`config.mk`:
```
export PLATFORM = sky130hd
export DESIGN_NAME = block_sequencer
export DESIGN_NICKNAME = d
export VERILOG_FILES = /design/src/rtl/block_sequencer.sv
export SDC_FILE = /design/constraint.sdc
export NUM_CORES = 1
export LEC_CHECK = 0
export ABC_CLOCK_PERIOD_IN_PS = 3410
export BUFFER_PORTS_ARGS = -buffer_cell sky130_fd_sc_hd__buf_2
export CAP_MARGIN = 10
export CORE_MARGIN = 3
export CORE_UTILIZATION = 58
export CTS_BUF_LIST = sky130_fd_sc_hd__clkbuf_4 sky130_fd_sc_hd__clkbuf_8
export CTS_CLUSTER_DIAMETER = 80
export CTS_CLUSTER_SIZE = 16
export DETAILED_ROUTE_END_ITERATION = 8
export GPL_TIMING_DRIVEN = 0
export PLACE_DENSITY = 0.84
export SLEW_MARGIN = 20
export SYNTH_ARGS = -nofsm -noshare
export SYNTH_HDL_FRONTEND = slang
export SYNTH_SLANG_ARGS = --single-unit
```
`constraint.sdc`:
```
create_clock -name clk -period 3.41 [get_ports clk]
set_input_delay 0.1705 -clock clk [delete_from_list [all_inputs] [get_ports clk]]
set_output_delay 0.1705 -clock clk [all_outputs]
set_load 0.01 [all_outputs]
```
`src/rtl/block_sequencer.sv`:
```
// Operand register bank and start/ready handshake controller for the processing block.
// Latches operands, issues a one-cycle start, waits for ready with a timeout, captures result.
module block_sequencer #(
  parameter int TIMEOUT = 15
) (
  input  logic       clk,
  input  logic       rst_n,
  input  logic [3:0] wr_data,
  input  logic [3:0] wr_sel,
  input  logic       start,
  input  logic       abort,
  output logic [3:0] pe_in1,
  output logic [3:0] pe_in2,
  output logic [3:0] pe_in3,
  output logic [3:0] pe_in4,
  output logic       pe_start,
  input  logic       pe_rdy,
  input  logic [3:0] pe_out,
  output logic [3:0] result,
  output logic       busy,
  output logic       done,
  output logic       err,
  output logic [7:0] op_count
);

  typedef enum logic [1:0] {
    IDLE   = 2'd0,
    ISSUE  = 2'd1,
    WAIT   = 2'd2,
    FINISH = 2'd3
  } state_t;

  // The counter reads TIMEOUT-1 during the last permitted WAIT cycle.
  localparam logic [7:0] LAST_WAIT = 8'(TIMEOUT - 1);

  state_t     state_r;
  logic [7:0] wait_cnt_r;

  // Sequencer FSM, operand bank and all registered outputs.
  always_ff @(posedge clk or negedge rst_n) begin
    if (!rst_n) begin
      state_r    <= IDLE;
      wait_cnt_r <= 8'd0;
      pe_in1     <= 4'd0;
      pe_in2     <= 4'd0;
      pe_in3     <= 4'd0;
      pe_in4     <= 4'd0;
      pe_start   <= 1'b0;
      result     <= 4'd0;
      busy       <= 1'b0;
      done       <= 1'b0;
      err        <= 1'b0;
      op_count   <= 8'd0;
    end else begin
      pe_start <= 1'b0;
      done     <= 1'b0;
      case (state_r)
        IDLE: begin
          if (wr_sel[0]) pe_in1 <= wr_data;
          if (wr_sel[1]) pe_in2 <= wr_data;
          if (wr_sel[2]) pe_in3 <= wr_data;
          if (wr_sel[3]) pe_in4 <= wr_data;
          if (start) begin
            state_r  <= ISSUE;
            pe_start <= 1'b1;
            busy     <= 1'b1;
          end
        end
        ISSUE: begin
          wait_cnt_r <= 8'd0;
          if (abort) begin
            state_r <= IDLE;
            busy    <= 1'b0;
          end else begin
            state_r <= WAIT;
          end
        end
        WAIT: begin
          // Abort beats ready; ready beats the final timeout cycle.
          if (abort) begin
            state_r <= IDLE;
            busy    <= 1'b0;
          end else if (pe_rdy) begin
            result   <= pe_out;
            err      <= 1'b0;
            op_count <= op_count + 8'd1;
            state_r  <= FINISH;
            done     <= 1'b1;
            busy     <= 1'b0;
          end else if (wait_cnt_r == LAST_WAIT) begin
            err     <= 1'b1;
            state_r <= FINISH;
            done    <= 1'b1;
            busy    <= 1'b0;
          end else begin
            wait_cnt_r <= wait_cnt_r + 8'd1;
          end
        end
        FINISH: begin
          state_r <= IDLE;
        end
        default: begin
          state_r <= IDLE;
          busy    <= 1'b0;
        end
      endcase
    end
  end

endmodule

```
==> results of run 1 <==
==> routing by layer <==
layer / vias up / wire (um) / GRT usage
met1: 658 / 1580 / 0.233
li1: 643 / - / -
met2: 43 / 1830 / 0.339
met4: 0 / 36 / 0.0485
met5: - / 0 / 0
met3: 6 / 206 / 0.0642
==> cells by family after synthesis <==
group,count (synthesis),synth area share
XOR/XNOR,8,0.0367
adder cells (fa/ha/maj),7,0.0458
multiplexers,25,0.145
AO/OA/AOI/OAI,18,0.0720
flip-flops,42,0.550
AND/OR/NAND/NOR,42,0.135
buffers and inverters,6,0.0164
==> registers in the layout, indices dropped and copies added, names as in the netlist <==
signal	cells
op_count	8
pe_in1	4
wait_cnt_r	8
result	4
state_r	2
busy	1
pe_in2	4
pe_in4	4
pe_start	1
err	1
done	1
pe_in3	4
==> timing repair <==
action                                  in CTS  in global routing
hold buffers                                 1                  0
hold endpoints to repair                    42                  0
endpoints found under the setup margin       0                  0
==> report_power, final <==
part	internal, mW	switching, mW
Clock	0.248	0.156
Combinational	0.315	0.322
Sequential	0.660	0.0958
==> how the worst max path moves through the flow <==
stage          startpoint             to  slack, ns  depth (start not counted)
2_1_floorplan  state_r[0]  wait_cnt_r[4]       1.70                          6
3_3_place_gp   state_r[0]    op_count[7]       1.58                          7
3_5_place_dp   state_r[0]    op_count[7]       1.52                          7
4_1_cts        state_r[0]    op_count[7]       1.47                          7
5_1_grt        state_r[0]    op_count[7]       1.37                          7
6_report       state_r[0]    op_count[7]       1.49                          7
==> worst max-delay path, stage by stage, from the launching register on <==
cell and delay, ns:
dfrtp_1 0.43, inv_1 0.11, ha_1 0.16, buf_2 0.20, nand3b_2 0.25, nor3_1 0.39, nand3_1 0.14, xnor2_1 0.14
==> final cells by class <==
class / instances / area, sq um / area share
flip-flops and latches: 42 / 1050 / 0.451
multi-input cells: 100 / 830 / 0.356
repair buffers: 49 / 250 / 0.107
clock inverters: 2 / 60.1 / 0.0258
well taps: 44 / 55.1 / 0.0236
clock buffers: 6 / 51.3 / 0.0220
plain buffers: 2 / 16.3 / 0.00699
inverters: 4 / 15.0 / 0.00645
==> per-stage QoR <==
stage / util / hold slack (ns) / setup slack [ns] / cells / total power [mW]
2_1_floorplan: - / -0.125 / 1.70 / 148 / 1.15
3_3_place_gp: 0.711 / 0.324 / 1.58 / 240 / 1.37
3_5_place_dp: 0.711 / 0.349 / 1.52 / 240 / 1.41
4_1_cts: 0.750 / 0.0389 / 1.47 / 249 / 1.81
5_1_grt: 0.750 / 0.0192 / 1.37 / 249 / 1.91
6_report: 0.750 / 0.0404 / 1.49 / 249 / 1.80
==> cells in the mapped netlist (3+ instances only) <==
library cell,instances,share of area
o21ai_0,4,0.010
inv_1,4,0.0079
nand2_1,13,0.026
nand4_1,3,0.0098
xor2_1,3,0.014
mux2i_1,4,0.021
mux2_2,21,0.12
a21oi_1,3,0.0079
xnor2_1,5,0.023
ha_1,7,0.046
nor2_1,4,0.0079
dfrtp_1,42,0.55
nand3_1,6,0.016
==> metrics, run 1 <==
status complete, no violations; die area 0.00402 sq mm; Max-slew headroom 0.394; initial antenna violation count 0; Crit Path Category reg2reg; RR Startpoint state_r[0]; hold depth 2; root buf cell clkbuf_4; CP Capture Type flip-flop; final setup vio count 0; wire per inst 14.7 um; asr flop ratio synth 1.00; Tightest Pin Transition 0.910 ns; CP Launch Type flip-flop; io pins 49; largest net degree at the start of global routing 43; synth warn 0; r2r setup slk 1.49 ns; Final Max Tran Viols 0; setup bufs post-CTS 0; synthesis-to-finish area growth 21.8%; Max-cap violations 0; vias in the first global route 1,336; Die Height 63.4 um; Global Route Usage Sum 0.195; CTS clock-pin slew for the worst setup and hold paths 0.12 ns; fin crit period 1.92 ns; Fmax 0.520 GHz; core area 0.00310 sq mm; Port Buffers 48; crit-path max FO 10; unrepaired setup endpoints after global routing no; worst skew pair latency 0.35 ns; Worst EP required 3.65 ns; Final GP Congestion 0.832; Final #Nets 228; FF-to-FF path depth 7; syn nets 172; Period Utilization, post-route 0.563; crit path DAT 2.17 ns; worst vdd ir 0.519 mV; leakage power 1.19 nW; # resized after CTS 0; most frequent cells in the layout buf_2 (49), dfrtp_1 (42), mux2_2 (21); first-pass GRT wire length 6170 um; #FFs+latches synth 42; Setup TNS 0 ns; total global routing overflow 0; Longest Clk Path Bufs 2; # fillers 225; TritonCTS Buffers 5; number of synthesized flops with an enable pin 0; Hold Vio Cnt, Final 0; Ant. Diodes 0; CTS tree yes; DRT antenna net count 0; DRT Pass-1 Iters 4; Netlist cell types 38; Layout Skew 0.0136 ns; Vias/cell 5.42; placed cell area 0.00221 sq mm; most common cell after layout, fill and taps aside buf_2; Mapped Cells 148; Avg Cell Area, Syn 12.9 sq um; DRC viols 0; Routed WL 3650 um; top_reg_cell synth dfrtp_1; DRT iter0 DRCs 40; share of layout cells above drive strength 1 0.434; synthesized area 0.00191 sq mm; vias 1,350; Hold WC Path Type in2reg; Initial Util 0.616; sequential element share of the synthesized area 0.550; WHS Endpoint result[3]; FF-to-FF End op_count[7]; CTS sink count 42; power density cells 772 mW/mm^2; dpl hpwl 2710 um; row count 20; final instance area 0.00233 sq mm; Die X 63.4 um; hold_sp pe_out[3]; H-Tree Depth 2
Power figures use the tool's default switching activity.
==> run 2: changes to the inputs <==
--- a/config.mk
+++ b/config.mk
@@ -5,17 +5,17 @@
 export SDC_FILE = /design/constraint.sdc
 export NUM_CORES = 1
 export LEC_CHECK = 0
-export ABC_CLOCK_PERIOD_IN_PS = 3410
+export ABC_CLOCK_PERIOD_IN_PS = 1980
 export BUFFER_PORTS_ARGS = -buffer_cell sky130_fd_sc_hd__buf_2
 export CAP_MARGIN = 10
 export CORE_MARGIN = 3
-export CORE_UTILIZATION = 58
+export CORE_UTILIZATION = 54
 export CTS_BUF_LIST = sky130_fd_sc_hd__clkbuf_4 sky130_fd_sc_hd__clkbuf_8
 export CTS_CLUSTER_DIAMETER = 80
 export CTS_CLUSTER_SIZE = 16
 export DETAILED_ROUTE_END_ITERATION = 8
 export GPL_TIMING_DRIVEN = 0
-export PLACE_DENSITY = 0.84
+export PLACE_DENSITY = 0.79
 export SLEW_MARGIN = 20
 export SYNTH_ARGS = -nofsm -noshare
 export SYNTH_HDL_FRONTEND = slang
==> constraint.sdc (replaced) <==
create_clock -name clk -period 1.98 [get_ports clk]
set_input_delay 0.099 -clock clk [delete_from_list [all_inputs] [get_ports clk]]
set_output_delay 0.099 -clock clk [all_outputs]
set_load 0.01 [all_outputs]
==> run 2 against run 1 <==
  * Routed wire length increased by 11%
  * Critical path depth unchanged
  * Combinational power increased by 76%
  * Sequential power increased by 73%
  * Global-route usage increased by 0.17 points
  * Fmax increased by 1.5%
  * Count of clock-buffer cells in the layout increased by 1
  * Worst hold slack got worse by 0.025 ns
  * Critical endpoint is now wait_cnt_r[4]
  * Clock power increased by 40%
  * First-iteration DRC count increased by 33%
==> metrics, run 2 (same netlist as run 1, synthesis figures left out) <==
Fin Hold WS 0.0155 ns; die area 0.00429 sq mm; worst vdd ir 0.792 mV; Die X 65.5 um; setup ws final 0.0870 ns; DRT antenna net count 0; Layout Skew 0.0101 ns; row count 20; final non-filler cell total 257; CP Launch Type flip-flop; dpl ws 0.0881 ns; CP Capture Type flip-flop; dpl hpwl 2830 um; r2r setup slk 0.09 ns; final instance area 0.00239 sq mm; vias 1,383; Port Buffers 48; Hold WC Path Type in2reg; Max-cap violations 0; io pins 49; status complete, no violations; Ant. Diodes 0; final setup vio count 0; worst skew pair latency 0.36 ns; # fillers 222; root buf cell clkbuf_4; FF-to-FF End wait_cnt_r[4]; first-pass GRT wire length 6390 um; total global routing overflow 0; Tightest Pin Transition 0.897 ns; FF-to-FF path depth 7; unrepaired setup endpoints after global routing yes; fin util 0.746; wire per inst 15.8 um; DRT Pass-1 Iters 4; crit-path max FO 7; CTS clock-pin slew for the worst setup and hold paths 0.12 ns; Final Max Tran Viols 0; Crit Path Category reg2reg; Global Route Usage Sum 0.197; power density cells 1250 mW/mm^2; Hold Vio Cnt, Final 0; Final GP Congestion 0.823; initial antenna violation count 0; Longest Clk Path Bufs 2; Worst EP required 2.23 ns; Setup TNS 0 ns; Period Utilization, post-route 0.956; DRC viols 0; placed cell area 0.00221 sq mm; WHS Endpoint pe_in1[3]; Final #Nets 236; CTS sink count 42; Max-slew headroom 0.402; vias in the first global route 1,348; most common cell after layout, fill and taps aside buf_2; hold_sp wr_data[3]; TritonCTS Buffers 5; Die Height 65.5 um; CTS tree yes; Initial Util 0.597; leakage power 1.22 nW; biggest regs op_count: 8 flops, wait_cnt_r: 8 flops; core area 0.00320 sq mm; Tot Pwr 2.99 mW; largest net degree at the start of global routing 43; Vias/cell 5.38; share of layout cells above drive strength 1 0.432; crit path DAT 2.14 ns; fin crit period 1.89 ns; DRT iter0 DRCs 53; hold depth 2; Placed Cells 240; synthesis-to-finish area growth 24.9%; most frequent cells in the layout buf_2 (50), dfrtp_1 (42), mux2_2 (21); Fmax 0.528 GHz; Routed WL 4070 um; H-Tree Depth 2; RR Startpoint state_r[0]; setup bufs post-CTS 0
==> run 2: per-layer routing <==
metal,share of wire,vias to the layer above,track usage
li1,-,650,-
met1,0.41,682,0.236
met2,0.52,45,0.340
met3,0.051,6,0.0462
met4,0.015,0,0.0777
met5,0,-,0
==> run 2: worst max path at each step <==
| stage | to | slack [ns] | startpoint |
|---|---|---|---|
| 2_1_floorplan | wait_cnt_r[4] | 0.27 | state_r[0] |
| 3_3_place_gp | op_count[7] | 0.15 | state_r[0] |
| 3_5_place_dp | op_count[7] | 0.09 | state_r[0] |
| 4_1_cts | op_count[7] | 0.05 | state_r[0] |
| 5_1_grt | op_count[7] | -0.004 | state_r[0] |
| 6_report | wait_cnt_r[4] | 0.09 | state_r[0] |
==> run 2: report_power, final <==
group / leakage (nW) / internal, mW / switching (mW)
combinational: 0.642 / 0.553 / 0.568
clock: 0.0463 / 0.295 / 0.270
sequential: 0.536 / 1.14 / 0.170
total: 1.22 / 1.99 / 1.01
==> run 2: repair_timing <==
| action | CTS | global route |
|---|---|---|
| endpoints found under the hold margin | 49 | 0 |
| endpoints found under the setup margin | 0 | 2 |
| gates resized for setup | 0 | 3 |
| hold buffers | 8 | 0 |
==> run 2: critical path, cell delays in order (launching register included) <==
cell and delay (ns):
dfrtp_1 0.43, inv_1 0.11, ha_1 0.18, or3b_4 0.40, a21oi_4 0.21, buf_6 0.16
o2bb2ai_1 0.08, a32o_1 0.21
==> run 2: cell type report <==
type,count,area (sq um),area share
Buffer,2,16.3,0.00681
Timing Repair Buffer,57,325,0.136
Clock inverter,1,30.0,0.0126
Tap cell,44,55.1,0.0230
Sequential cell,42,1050,0.440
Inverter,4,15.0,0.00629
Clock buffer,7,52.6,0.0220
Multi-Input combinational cell,100,843,0.353
==> run 3: changes to the inputs <==
--- a/config.mk
+++ b/config.mk
@@ -5,7 +5,8 @@
 export SDC_FILE = /design/constraint.sdc
 export NUM_CORES = 1
 export LEC_CHECK = 0
-export ABC_CLOCK_PERIOD_IN_PS = 1980
+export ABC_AREA = 0
+export ABC_CLOCK_PERIOD_IN_PS = 1800
 export BUFFER_PORTS_ARGS = -buffer_cell sky130_fd_sc_hd__buf_2
 export CAP_MARGIN = 10
 export CORE_MARGIN = 3
==> constraint.sdc (replaced) <==
create_clock -name clk -period 1.8 [get_ports clk]
set_input_delay 0.09 -clock clk [delete_from_list [all_inputs] [get_ports clk]]
set_output_delay 0.09 -clock clk [all_outputs]
set_load 0.01 [all_outputs]
==> run 3 against run 2 <==
  * The run now ends with setup timing left
  * Non-clock buffer count up 8
  * Clock power up 9.2%
  * Count of clock-buffer cells in the layout did not move
  * Clock skew down 0.0023 ns
  * Sequential share of layout area down 1.7 points
  * Flip-flop and latch count unchanged
  * Fmax increased by 4.3%
  * Worst hold slack lost 0.0042 ns
  * Critical path type unchanged
==> metrics, run 3 (same netlist as run 1, synthesis figures left out) <==
CP Launch Type flip-flop; first-pass GRT wire length 6760 um; synthesis-to-finish area growth 30.1%; Final #Nets 244; sw frac 0.337; Logic pwr share 0.399; crit path DAT 2.06 ns; Die Height 65.5 um; placed cell area 0.00221 sq mm; # fillers 202; wire per inst 16.1 um; Routed WL 4270 um; Sequential Power Share 0.420; most common cell after layout, fill and taps aside buf_2; vias 1,429; Clk pwr share 0.181; DRT iter0 DRCs 59; worst vdd ir 1.01 mV; Initial Util 0.597; H-Tree Depth 2; P_sw 1.15 mW; Global Route Usage Sum 0.209; total global routing overflow 0; DRC viols 0; Max-slew headroom 0.396; Hold Vio Cnt, Final 0; Port Buffers 48; CTS clock-pin slew for the worst setup and hold paths 0.12 ns; TritonCTS Buffers 5; Longest Clk Path Bufs 2; status complete, but fails checks; CTS tree yes; Hold WC Path Type in2reg; Die X 65.5 um; Vias/cell 5.39; Layout Skew 0.00782 ns; leakage power 1.27 nW; largest net degree at the start of global routing 43; DRT antenna net count 0; Final Max Tran Viols 0; setup ws final -0.0154 ns; unrepaired setup endpoints after global routing yes; row count 20; CTS sink count 42; most frequent cells in the layout buf_2 (50), dfrtp_1 (41), mux2_2 (21); Max-cap violations 0; Final GP Congestion 0.823; initial antenna violation count 0; DRT Pass-1 Iters 4; cell-internal power 2.26 mW; dpl hpwl 2830 um; worst skew pair latency 0.35 ns; fin crit period 1.82 ns; biggest regs op_count: 8 flops, wait_cnt_r: 8 flops; Worst EP required 2.05 ns; Period Utilization, post-route 1.01; vias in the first global route 1,406; power density cells 1370 mW/mm^2; crit-path max FO 2; io pins 49; Tightest Pin Transition 0.907 ns; root buf cell clkbuf_4; final setup vio count 1; final instance area 0.00249 sq mm; Fmax 0.551 GHz; core area 0.00320 sq mm; failing checks setup timing; die area 0.00429 sq mm; CP Capture Type flip-flop; Tot Pwr 3.41 mW; Crit Path Category reg2reg; share of layout cells above drive strength 1 0.489; Ant. Diodes 0
## run 3: power groups by stage
stage	Combinational, mW	Sequential (mW)	Clock, mW
final	1.36	1.43	0.617
after global routing	1.49	1.48	0.673
after CTS	1.31	1.44	0.628
after detailed placement	1.22	1.45	0
after global placement	1.17	1.43	0
after floorplan	0.608	1.57	0
## run 3: routing by layer
layer | GRT usage | wire [um] | vias to the layer above
met1 | 0.249 | 1750 | 703
met4 | 0.0855 | 30 | 0
li1 | - | - | 669
met5 | 0 | 0 | -
met2 | 0.364 | 2230 | 53
met3 | 0.0462 | 256 | 4
## run 3: final cells by class
class	instances	area, sq um	area share
plain buffers	2	16.3	0.00654
clock buffers	7	52.6	0.0211
clock inverters	1	30.0	0.0121
inverters	4	15.0	0.00604
multi-input cells	100	877	0.353
flip-flops and latches	42	1050	0.423
well taps	44	55.1	0.0221
repair buffers	65	389	0.156
## run 3: repair_timing
action	CTS	global route
endpoints found under the setup margin	5	10
endpoints found under the hold margin	49	0
hold buffers	8	0
setup buffers	7	1
resized for setup	4	10
cloned	0	1
## run 3: worst max-delay path, cell delays in order, from the launching register on
cell	delay [ns]
dfrtp_1	0.42
inv_2	0.10
ha_4	0.14
or3b_4	0.39
a211o_2	0.33
o2bb2ai_2	0.12
a32o_2	0.22
## run 3: final timing paths
path,from,to,slack (ns),cells after the start
max reg2reg,state_r[0],wait_cnt_r[4],-0.02,6
max,state_r[0],wait_cnt_r[4],-0.02,6
min in group asynchronous,rst_n,op_count[5],0.39,2
max in group asynchronous,rst_n,wait_cnt_r[0],0.78,2
min reg2reg,op_count[7],op_count[7],0.50,1
min,wr_data[3],pe_in1[3],0.01,2
## run 3: per-stage QoR
| stage | setup WS, ns | hold WS [ns] | TNS [ns] | instances | utilization |
|---|---|---|---|---|---|
| floorplan | 0.0856 | -0.206 | 0 | 148 | - |
| global placement | -0.0275 | 0.244 | -0.0275 | 240 | 0.689 |
| detailed placement | -0.0919 | 0.269 | -0.194 | 240 | 0.689 |
| CTS | 0.0161 | 0.000918 | 0 | 263 | 0.762 |
| global route | -0.0817 | -0.00644 | -0.423 | 265 | 0.777 |
| finish | -0.0154 | 0.0113 | -0.0154 | 265 | 0.777 |
